===== config.mk =====
export PLATFORM = sky130hd
export DESIGN_NAME = pipe_stage_reg_flat
export DESIGN_NICKNAME = d
export VERILOG_FILES = /design/src/rtl/pipe_pkg.sv /design/src/rtl/pipe_stage_reg_if.sv /design/src/rtl/pipe_tnew_ctr.sv /design/src/rtl/pipe_stage_reg.sv /design/src/flat_wrapper.sv
export SDC_FILE = /design/constraint.sdc
export NUM_CORES = 1
export LEC_CHECK = 0
export CAP_MARGIN = 10
export CORE_ASPECT_RATIO = 0.5
export CORE_MARGIN = 1
export CORE_UTILIZATION = 25
export CTS_CLUSTER_SIZE = 30
export DETAILED_ROUTE_END_ITERATION = 10
export DONT_BUFFER_PORTS = 1
export HOLD_SLACK_MARGIN = 0.03
export SYNTH_ARGS = -nofsm -noshare
export SYNTH_HDL_FRONTEND = slang
export SYNTH_SLANG_ARGS = --single-unit

===== constraint.sdc =====
create_clock -name clk -period 2.73 [get_ports clk]
set_input_delay 0.546 -clock clk [delete_from_list [all_inputs] [get_ports clk]]
set_output_delay 0.546 -clock clk [all_outputs]
set_load 0.01 [all_outputs]

===== src/rtl/pipe_pkg.sv =====
// Shared pipeline definitions: datapath widths, the default Tnew width and
// the saturating Tnew decrement that the hazard unit also uses.
package pipe_pkg;

  localparam int PC_W           = 32;
  localparam int REG_A_W        = 5;
  localparam int TNEW_W_DEFAULT = 4;

  // Saturating decrement: a result that is already available stays at zero
  // instead of wrapping round to the maximum count.
  function automatic logic [TNEW_W_DEFAULT-1:0] tnew_dec(input logic [TNEW_W_DEFAULT-1:0] tnew);
    logic [TNEW_W_DEFAULT-1:0] res;
    if (tnew == {TNEW_W_DEFAULT{1'b0}}) begin
      res = {TNEW_W_DEFAULT{1'b0}};
    end else begin
      res = tnew - {{(TNEW_W_DEFAULT-1){1'b0}}, 1'b1};
    end
    return res;
  endfunction

endpackage


===== src/rtl/pipe_stage_reg_if.sv =====
// Stage-boundary bundle: upstream slot fields and stall/flush controls in,
// registered slot fields and the forward-ready flag out.
interface pipe_stage_reg_if
  import pipe_pkg::*;
#(
  parameter int PAYLOAD_W = 64,
  parameter int TNEW_W    = TNEW_W_DEFAULT
);

  logic                 en;
  logic                 clear;
  logic                 in_valid;
  logic [PC_W-1:0]      in_pc;
  logic [PAYLOAD_W-1:0] in_payload;
  logic [REG_A_W-1:0]   in_a3;
  logic                 in_reg_write;
  logic [TNEW_W-1:0]    in_tnew;

  logic                 out_valid;
  logic [PC_W-1:0]      out_pc;
  logic [PAYLOAD_W-1:0] out_payload;
  logic [REG_A_W-1:0]   out_a3;
  logic                 out_reg_write;
  logic [TNEW_W-1:0]    out_tnew;
  logic                 out_fwd_ready;

  // Upstream stage / hazard unit side.
  modport master (
    output en, clear, in_valid, in_pc, in_payload, in_a3, in_reg_write, in_tnew,
    input  out_valid, out_pc, out_payload, out_a3, out_reg_write, out_tnew, out_fwd_ready
  );

  // Pipeline register side.
  modport slave (
    input  en, clear, in_valid, in_pc, in_payload, in_a3, in_reg_write, in_tnew,
    output out_valid, out_pc, out_payload, out_a3, out_reg_write, out_tnew, out_fwd_ready
  );

endinterface


===== src/rtl/pipe_tnew_ctr.sv =====
// Tnew countdown register: decrements (saturating) on advance, holds on
// stall, zeroes on flush or reset. Exposes its next value so forward-ready
// can be registered in step with the count.
module pipe_tnew_ctr
  import pipe_pkg::*;
#(
  parameter int TNEW_W = TNEW_W_DEFAULT
) (
  input  logic              clk,
  input  logic              reset,
  input  logic              en,
  input  logic              clear,
  input  logic [TNEW_W-1:0] in_tnew,
  output logic [TNEW_W-1:0] tnew_next,
  output logic [TNEW_W-1:0] tnew
);

  logic [TNEW_W-1:0] dec_s;
  logic [TNEW_W-1:0] tnew_r;

  generate
    if (TNEW_W == TNEW_W_DEFAULT) begin : g_pkg_dec
      // Shared decrement when the width matches the package default.
      always_comb begin
        dec_s = tnew_dec(in_tnew);
      end
    end else begin : g_local_dec
      // Same saturating decrement for a non-default counter width.
      always_comb begin
        if (in_tnew == {TNEW_W{1'b0}}) begin
          dec_s = {TNEW_W{1'b0}};
        end else begin
          dec_s = in_tnew - {{(TNEW_W-1){1'b0}}, 1'b1};
        end
      end
    end
  endgenerate

  // Next count: flush beats advance, stall holds without decrementing.
  always_comb begin
    tnew_next = tnew_r;
    if (clear) begin
      tnew_next = {TNEW_W{1'b0}};
    end else if (en) begin
      tnew_next = dec_s;
    end else begin
      tnew_next = tnew_r;
    end
  end

  // Count register with synchronous reset.
  always_ff @(posedge clk) begin
    if (reset) begin
      tnew_r <= {TNEW_W{1'b0}};
    end else begin
      tnew_r <= tnew_next;
    end
  end

  assign tnew = tnew_r;

endmodule


===== src/rtl/pipe_stage_reg.sv =====
// Uniform inter-stage pipeline register (D/E, E/M, M/W) with stall, flush
// and a registered forward-ready flag.
// Optional feature macro: PIPE_BUBBLE_KEEP_PC_EN -- when defined, a flush
// bubble keeps the PC of the slot it replaces instead of loading PC_RESET.
module pipe_stage_reg
  import pipe_pkg::*;
#(
  parameter int              PAYLOAD_W = 64,
  parameter int              TNEW_W    = TNEW_W_DEFAULT,
  parameter logic [PC_W-1:0] PC_RESET  = 32'h0000_0000
) (
  input  logic             clk,
  input  logic             reset,
  pipe_stage_reg_if.slave  bus
);

  logic                 valid_r;
  logic [PC_W-1:0]      pc_r;
  logic [PAYLOAD_W-1:0] payload_r;
  logic [REG_A_W-1:0]   a3_r;
  logic                 reg_write_r;
  logic                 fwd_ready_r;
  logic [TNEW_W-1:0]    tnew_r;

  logic                 rw_gated_s;
  logic                 valid_next_s;
  logic [PC_W-1:0]      pc_next_s;
  logic [PAYLOAD_W-1:0] payload_next_s;
  logic [REG_A_W-1:0]   a3_next_s;
  logic                 reg_write_next_s;
  logic                 fwd_ready_next_s;
  logic [TNEW_W-1:0]    tnew_next_s;
  logic [PC_W-1:0]      bubble_pc_s;

  pipe_tnew_ctr #(
    .TNEW_W (TNEW_W)
  ) u_tnew_ctr (
    .clk       (clk),
    .reset     (reset),
    .en        (bus.en),
    .clear     (bus.clear),
    .in_tnew   (bus.in_tnew),
    .tnew_next (tnew_next_s),
    .tnew      (tnew_r)
  );

`ifdef PIPE_BUBBLE_KEEP_PC_EN
  assign bubble_pc_s = bus.in_pc;
`else
  assign bubble_pc_s = PC_RESET;
`endif

  // Writes to $0 or from empty slots are dropped so hazard compares stay quiet.
  assign rw_gated_s = bus.in_reg_write & bus.in_valid & (bus.in_a3 != {REG_A_W{1'b0}});

  // Next-state selection: flush bubble, advance capture, or stall hold.
  always_comb begin
    valid_next_s     = valid_r;
    pc_next_s        = pc_r;
    payload_next_s   = payload_r;
    a3_next_s        = a3_r;
    reg_write_next_s = reg_write_r;
    if (bus.clear) begin
      valid_next_s     = 1'b0;
      pc_next_s        = bubble_pc_s;
      payload_next_s   = {PAYLOAD_W{1'b0}};
      a3_next_s        = {REG_A_W{1'b0}};
      reg_write_next_s = 1'b0;
    end else if (bus.en) begin
      valid_next_s     = bus.in_valid;
      pc_next_s        = bus.in_pc;
      payload_next_s   = bus.in_payload;
      a3_next_s        = rw_gated_s ? bus.in_a3 : {REG_A_W{1'b0}};
      reg_write_next_s = rw_gated_s;
    end else begin
      valid_next_s     = valid_r;
      pc_next_s        = pc_r;
      payload_next_s   = payload_r;
      a3_next_s        = a3_r;
      reg_write_next_s = reg_write_r;
    end
  end

  // Forward-ready derived from next-state so it lines up with the slot fields.
  always_comb begin
    fwd_ready_next_s = valid_next_s & reg_write_next_s
                     & (a3_next_s != {REG_A_W{1'b0}})
                     & (tnew_next_s == {TNEW_W{1'b0}});
  end

  // Slot field registers; reset has top priority.
  always_ff @(posedge clk) begin
    if (reset) begin
      valid_r     <= 1'b0;
      pc_r        <= PC_RESET;
      payload_r   <= {PAYLOAD_W{1'b0}};
      a3_r        <= {REG_A_W{1'b0}};
      reg_write_r <= 1'b0;
      fwd_ready_r <= 1'b0;
    end else begin
      valid_r     <= valid_next_s;
      pc_r        <= pc_next_s;
      payload_r   <= payload_next_s;
      a3_r        <= a3_next_s;
      reg_write_r <= reg_write_next_s;
      fwd_ready_r <= fwd_ready_next_s;
    end
  end

  assign bus.out_valid     = valid_r;
  assign bus.out_pc        = pc_r;
  assign bus.out_payload   = payload_r;
  assign bus.out_a3        = a3_r;
  assign bus.out_reg_write = reg_write_r;
  assign bus.out_tnew      = tnew_r;
  assign bus.out_fwd_ready = fwd_ready_r;

endmodule


===== src/flat_wrapper.sv =====
// flat-port wrapper written by rule: the top's interface ports become plain ports
module pipe_stage_reg_flat import pipe_pkg::*;
#(
  parameter int              PAYLOAD_W = 64,
  parameter int              TNEW_W    = TNEW_W_DEFAULT,
  parameter logic [PC_W-1:0] PC_RESET  = 32'h0000_0000
)
  (clk, reset, bus_en, bus_clear, bus_in_valid, bus_in_pc, bus_in_payload, bus_in_a3, bus_in_reg_write, bus_in_tnew, bus_out_valid, bus_out_pc, bus_out_payload, bus_out_a3, bus_out_reg_write, bus_out_tnew, bus_out_fwd_ready);
  pipe_stage_reg_if #(.PAYLOAD_W(PAYLOAD_W), .TNEW_W(TNEW_W)) bus_i ();
  input  logic clk;
  input  logic reset;
  input wire logic [$bits(bus_i.en)-1:0] bus_en;
  input wire logic [$bits(bus_i.clear)-1:0] bus_clear;
  input wire logic [$bits(bus_i.in_valid)-1:0] bus_in_valid;
  input wire logic [$bits(bus_i.in_pc)-1:0] bus_in_pc;
  input wire logic [$bits(bus_i.in_payload)-1:0] bus_in_payload;
  input wire logic [$bits(bus_i.in_a3)-1:0] bus_in_a3;
  input wire logic [$bits(bus_i.in_reg_write)-1:0] bus_in_reg_write;
  input wire logic [$bits(bus_i.in_tnew)-1:0] bus_in_tnew;
  output wire logic [$bits(bus_i.out_valid)-1:0] bus_out_valid;
  output wire logic [$bits(bus_i.out_pc)-1:0] bus_out_pc;
  output wire logic [$bits(bus_i.out_payload)-1:0] bus_out_payload;
  output wire logic [$bits(bus_i.out_a3)-1:0] bus_out_a3;
  output wire logic [$bits(bus_i.out_reg_write)-1:0] bus_out_reg_write;
  output wire logic [$bits(bus_i.out_tnew)-1:0] bus_out_tnew;
  output wire logic [$bits(bus_i.out_fwd_ready)-1:0] bus_out_fwd_ready;
  assign bus_i.en = bus_en;
  assign bus_i.clear = bus_clear;
  assign bus_i.in_valid = bus_in_valid;
  assign bus_i.in_pc = bus_in_pc;
  assign bus_i.in_payload = bus_in_payload;
  assign bus_i.in_a3 = bus_in_a3;
  assign bus_i.in_reg_write = bus_in_reg_write;
  assign bus_i.in_tnew = bus_in_tnew;
  assign bus_out_valid = bus_i.out_valid;
  assign bus_out_pc = bus_i.out_pc;
  assign bus_out_payload = bus_i.out_payload;
  assign bus_out_a3 = bus_i.out_a3;
  assign bus_out_reg_write = bus_i.out_reg_write;
  assign bus_out_tnew = bus_i.out_tnew;
  assign bus_out_fwd_ready = bus_i.out_fwd_ready;
  pipe_stage_reg #(.PAYLOAD_W(PAYLOAD_W), .TNEW_W(TNEW_W), .PC_RESET(PC_RESET)) u_core (.clk(clk), .reset(reset), .bus(bus_i));
endmodule

### After elaboration in Yosys (flattened, before gate mapping)

Cells that the tools add are included.

* reduce and logical (&&, ||, !) cells: 5
* muxes and demuxes: 10
* bitwise gates (word level): 5
* add/subtract/negate cells: 1

Operators by type and width (number)
* 5-bit two-way mux: 3
* 4-bit two-way mux: 3
* 5-bit nonzero test: 2
* 4-bit logical NOT: 2
* 1-bit bitwise AND: 5
* 1-bit two-way mux: 4
* 4-bit by 1-bit subtractor with 4-bit output (second input constant): 1
* 2-bit OR reduction: 1

* output and inout port bits: 108
* bits in registers: 108
* input bits: 111
* word-level logic and storage cells: 28

### Depth between registers and ports, before layout

* depth in word-level cells: 8
* mapped depth: 5
* depth with buffers taken out: 4

### Modules after synthesis

Synthesis repeated with hierarchy kept, for this count alone.

* cells, all modules: 376
* area total of the unflattened synthesis: 3911.3 um2

Modules (own cells, without submodules)
* pipe_stage_reg: sequential area each 2082.0 um2, instances 1, area an instance 3676.0 um2, cells each 349
* pipe_tnew_ctr: sequential area each 80.1 um2, instances 1, area an instance 235.2 um2, cells each 27

### Worst setup path before layout

No wires, ideal clock.

* kind: input to register
* start: in bus_in_a3[2]
* end: reg u_core.fwd_ready_r, in the netlist u_core.bus.out_fwd_ready
* arrival time: 1.430 ns
* path slack: 1.183 ns
* required time: 2.614 ns
* library setup time: 0.116 ns
* buffers on the path: 0
* stages on the path: 4
* cell sequence: or4_4 -> o21ai_2 -> a21boi_1 -> and4_1

* word-level cells in the longest chain between the ends: 8
* elaborated cells on any way between the ends: 11
* those cells by class: 5 x mux; 4 x bitwise; 2 x reduce/logical

RTL lines
* start, declared: line flat_wrapper.sv:17 `input wire logic [$bits(bus_i.in_a3)-1:0] bus_in_a3;`
* 5-bit nonzero test: line pipe_stage_reg.sv:54 `assign rw_gated_s = bus.in_reg_write & bus.in_valid & (bus.in_a3 != {REG_A_W{1'b0}});`
* 1-bit bitwise AND: line pipe_stage_reg.sv:54
* 5-bit two-way mux: line pipe_stage_reg.sv:73 `a3_next_s = rw_gated_s ? bus.in_a3 : {REG_A_W{1'b0}};`
* 5-bit two-way mux: line pipe_stage_reg.sv:69 `end else if (bus.en) begin`
* 5-bit two-way mux: line pipe_stage_reg.sv:63 `if (bus.clear) begin`
* 5-bit nonzero test: line pipe_stage_reg.sv:87 `& (a3_next_s != {REG_A_W{1'b0}})`
* 1-bit bitwise AND (*): line pipe_stage_reg.sv:87
* 1-bit bitwise AND (*): line pipe_stage_reg.sv:88 `& (tnew_next_s == {TNEW_W{1'b0}});`
* end signal, assigned: line pipe_stage_reg.sv:106 `fwd_ready_r <= fwd_ready_next_s;`
* end, declared: line pipe_stage_reg.sv:22 `logic fwd_ready_r;`

Every way passes the cells marked *; elsewhere a longest branch is shown, timed or not.
A chain may end at the register's enable or synchronous reset.

### Worst setup path in the final report

* start: reg u_core.a3_r[3], in the netlist u_core.bus.out_a3[3]
* end: reg u_core.fwd_ready_r, in the netlist u_core.bus.out_fwd_ready

* word-level cells in the longest chain between the ends: 5

RTL lines
* start, declared: line pipe_stage_reg.sv:20 `logic [REG_A_W-1:0] a3_r;`
* start signal, assigned: line pipe_stage_reg.sv:97 `a3_r <= {REG_A_W{1'b0}};`
* start signal, assigned: line pipe_stage_reg.sv:104 `a3_r <= a3_next_s;`
* 5-bit two-way mux: line pipe_stage_reg.sv:69
* 5-bit two-way mux: line pipe_stage_reg.sv:63
* 5-bit nonzero test: line pipe_stage_reg.sv:87
* 1-bit bitwise AND: line pipe_stage_reg.sv:87
* 1-bit bitwise AND: line pipe_stage_reg.sv:88

Every way passes these cells.

==> qor.csv <==
stage,metric,value,unit
status,status,completed,
place,hpwl,5990,um
synthesis,synth_top_area_share,55.6,%
route,wl_per_cell,15.1,um
setup_path,crit_chain,"or4_1, o21bai_2, a21boi_1, and4_1",
setup_path,regToRegEndpoint,u_core.bus.out_fwd_ready,
clock_tree,ctsHoldBuffers,0,
global_route,grt_pass1_wl,12900,um
setup_path,rr_startpoint,u_core.bus.out_a3[3],
setup_path,endpoint,u_core.bus.out_fwd_ready,
clock_tree,ctsResizeCount,0,
setup_path,r2r_cells,4,
sta,whs,269,ps
synthesis,synth.ff_latch_count,108,
synthesis,synth.area.top_cells,"dfxtp_1 (56%), mux2i_1 (25%), nor2_1 (10%), buf_4 (1.5%), clkbuf_1 (1.1%)",
finish,antenna_cells,0,
floorplan,start_util,26.3,%
floorplan,dieHeight,90.2,um
global_route,grt_antenna_before_repair,0,
sta,period_minus_slack,1430,ps
sta,rsz0062_at_grt,no,
floorplan,die_x,178,um
clock_tree,htreeDepth,3,
route,ant_nets,0,
floorplan,io_pins,219,
route,drt-initial-drc-count,131,
clock_tree,cts_made_buffers,9,
setup_path,cpPeakStageDelay,570,ps
setup_path,cp_top_family,simple AND/OR/NAND/NOR gates,
synthesis,seq_area_frac_synth,55.6,%
pwr,power,3.17,mW
clock_tree,cts_root_buffer,clkbuf_16,
pwr,leakage,1.80,nW
synthesis,syn_nets,483,
global_route,grt_pass1_vias,2435,
clock_tree,clock_latency,340,ps
finish,nNetsFinal,471,
synthesis,yosysTopAreaCell,dfxtp_1,
clock_tree,cts.sinks,108,
setup_path,reg2reg_slack,1300,ps
synthesis,avgSynthCellArea,10.5,um^2
sta,drv_slew,0,
finish,area_growth,11.3,%
sta,finalSetupTns,0,ps
route,viasPerCell,4.38,
clock_tree,post_cts_buffers,0,
route,drcViolationCount,0,
hold_path,hold_class,in -> reg,
sta,hold_viol,0,
route,wl,8510,um
sta,setup-violations-final,0,
sta,relSlewSlack,61.2,%
synthesis,synth_area,0.00389,mm^2
clock_tree,tritoncts,yes,
finish,fillers,1541,
sta,fmax,699,MHz
setup_path,crit_start,u_core.bus.out_a3[3],
route,dr_total_vias,2465,
place,io_buffers,0,
setup_path,worstPathRequired,2960,ps
floorplan,dieArea,0.0161,mm^2
global_route,grt.total_usage,10.4,%
finish,drive_gt1_share,6.03,%
setup_path,cp.depth,4,
synthesis,yosysUniqueCellTypes,23,
sta,max_slew.worst_pin.slew,582,ps
clock_tree,clk_path_buf_depth,2,
place,routabilityCongestion,0.737,
clock_tree,clk_pin_slew,80,ps
sta,period_share,52.4,%
synthesis,yosys_warnings,0,
floorplan,placementRows,31,
setup_path,arrival,1670,ps
setup_path,startpoint_type,flop,
pwr,peakVddDrop,0.287,mV
global_route,grt_start_max_net_pins,113,
synthesis,synthCells,372,
setup_path,crit_type,reg -> reg,
pwr,powerDensity,732,mW/mm^2
setup_path,slowest_stage,or4_1,
route,dr.pass1.iters,4,
sta,finClkSkew,8.56,ps
run,maxCapViolations,0,
global_route,grt_overflow,0,
setup_path,crit_fanout,3,
floorplan,core,0.0148,mm^2
setup_path,cp_num_buf_inv,0,
setup_path,cp-end-kind,flop,
-- routing by layer --
metal / vias up / GRT usage [%] / share of wire (%)
met5: - / 0 / 0
met4: 0 / 5.65 / 3.6
met3: 22 / 3.38 / 4.8
met2: 88 / 19.1 / 54
met1: 1141 / 10.2 / 38
li1: 1214 / - / -
-- flip-flops by register name, indices dropped and copies added, names as in the netlist --
signal                    cells
u_core.bus.out_payload       64
u_core.bus.out_pc            32
u_core.bus.out_a3             5
u_core.u_tnew_ctr.tnew        4
u_core.bus.out_fwd_ready      1
u_core.bus.out_reg_write      1
u_core.bus.out_valid          1
-- final cells by class --
| class | count | area (um^2) | share of cell area (%) |
|---|---|---|---|
| Clock buffer | 9 | 225 | 5.20 |
| Tap cell | 198 | 248 | 5.72 |
| Multi-Input combinational cell | 239 | 1600 | 36.9 |
| Sequential cell | 108 | 2160 | 49.9 |
| Timing Repair Buffer | 2 | 15.0 | 0.347 |
| Clock inverter | 7 | 81.3 | 1.88 |
-- kinds of logic after synthesis --
kind of cell	after synthesis	synth area share, %
AO/OA/AOI/OAI	15	2.48
buffers and inverters	25	3.38
flip-flops	108	55.6
multiplexers	98	25.2
AND/OR/NAND/NOR	126	13.3
-- worst reg2reg max path, cell delays in order, from the launching register on --
cell      delay, ps
dfxtp_1         370
or4_1           570
o21bai_2        120
a21boi_1         80
and4_1          190
-- where the power goes --
part / leakage [nW] / switching, mW / total, mW / internal, mW
combinational: 0.784 / 0.0653 / 0.149 / 0.0837
clock: 0.141 / 0.613 / 1.34 / 0.725
sequential: 0.880 / 0.0586 / 1.68 / 1.62
-- cells in the mapped netlist, drive strengths merged --
cell type  count
and3           1
or2            1
nor2         108
clkbuf        11
o21bai         1
o32ai          1
and4           1
nor3           3
a311o          1
mux2i         98
a21boi         1
nor2b          5
dfxtp        108
nand2b         2
nand3b         1
nand2          2
a21oi          8
or4            2
o21ai          3
buf           14
-- how the worst min path moves through the flow --
stage	start	to	slack, ps	cells past startpoint
after floorplan	u_core.u_tnew_ctr.tnew[3]	u_core.u_tnew_ctr.tnew[3]	500	2
after global placement	u_core.bus.out_payload[23]	u_core.bus.out_payload[23]	550	2
after detailed placement	u_core.bus.out_payload[11]	u_core.bus.out_payload[11]	550	2
after CTS	reset	u_core.u_tnew_ctr.tnew[1]	250	1
after global routing	reset	u_core.u_tnew_ctr.tnew[1]	250	1
final	reset	u_core.u_tnew_ctr.tnew[1]	270	1
-- per-stage QoR --
| stage | instance area, um^2 | std cells | utilization (%) | worst slack (ps) |
|---|---|---|---|---|
| global route | 4330 | 563 | 29.2 | 1250 |
| finish | 4330 | 563 | 29.2 | 1300 |
| CTS | 4330 | 563 | 29.2 | 1270 |
| global placement | 4020 | 547 | 27.2 | 1050 |
| detailed placement | 4020 | 547 | 27.2 | 1020 |
| floorplan | 3890 | 372 | - | 1180 |
-- cell usage in the layout (no fill, tap or decap) --
master,n
bufinv_16,1
nand3b_1,1
a21boi_1,1
o32ai_1,1
nand2_1,2
clkinvlp_4,3
a311o_1,1
buf_4,2
o21ai_0,2
dfxtp_1,108
or4_4,1
and4_1,1
nor2b_1,5
nor2_1,108
o21bai_2,1
or4_1,1
a21oi_1,8
or2_4,1
nor3_1,3
mux2i_1,98
o21ai_2,1
nand2b_1,2
and3_1,1
inv_6,2
clkbuf_16,9
inv_8,1
No activity file was read; power rests on OpenSTA's default activity.
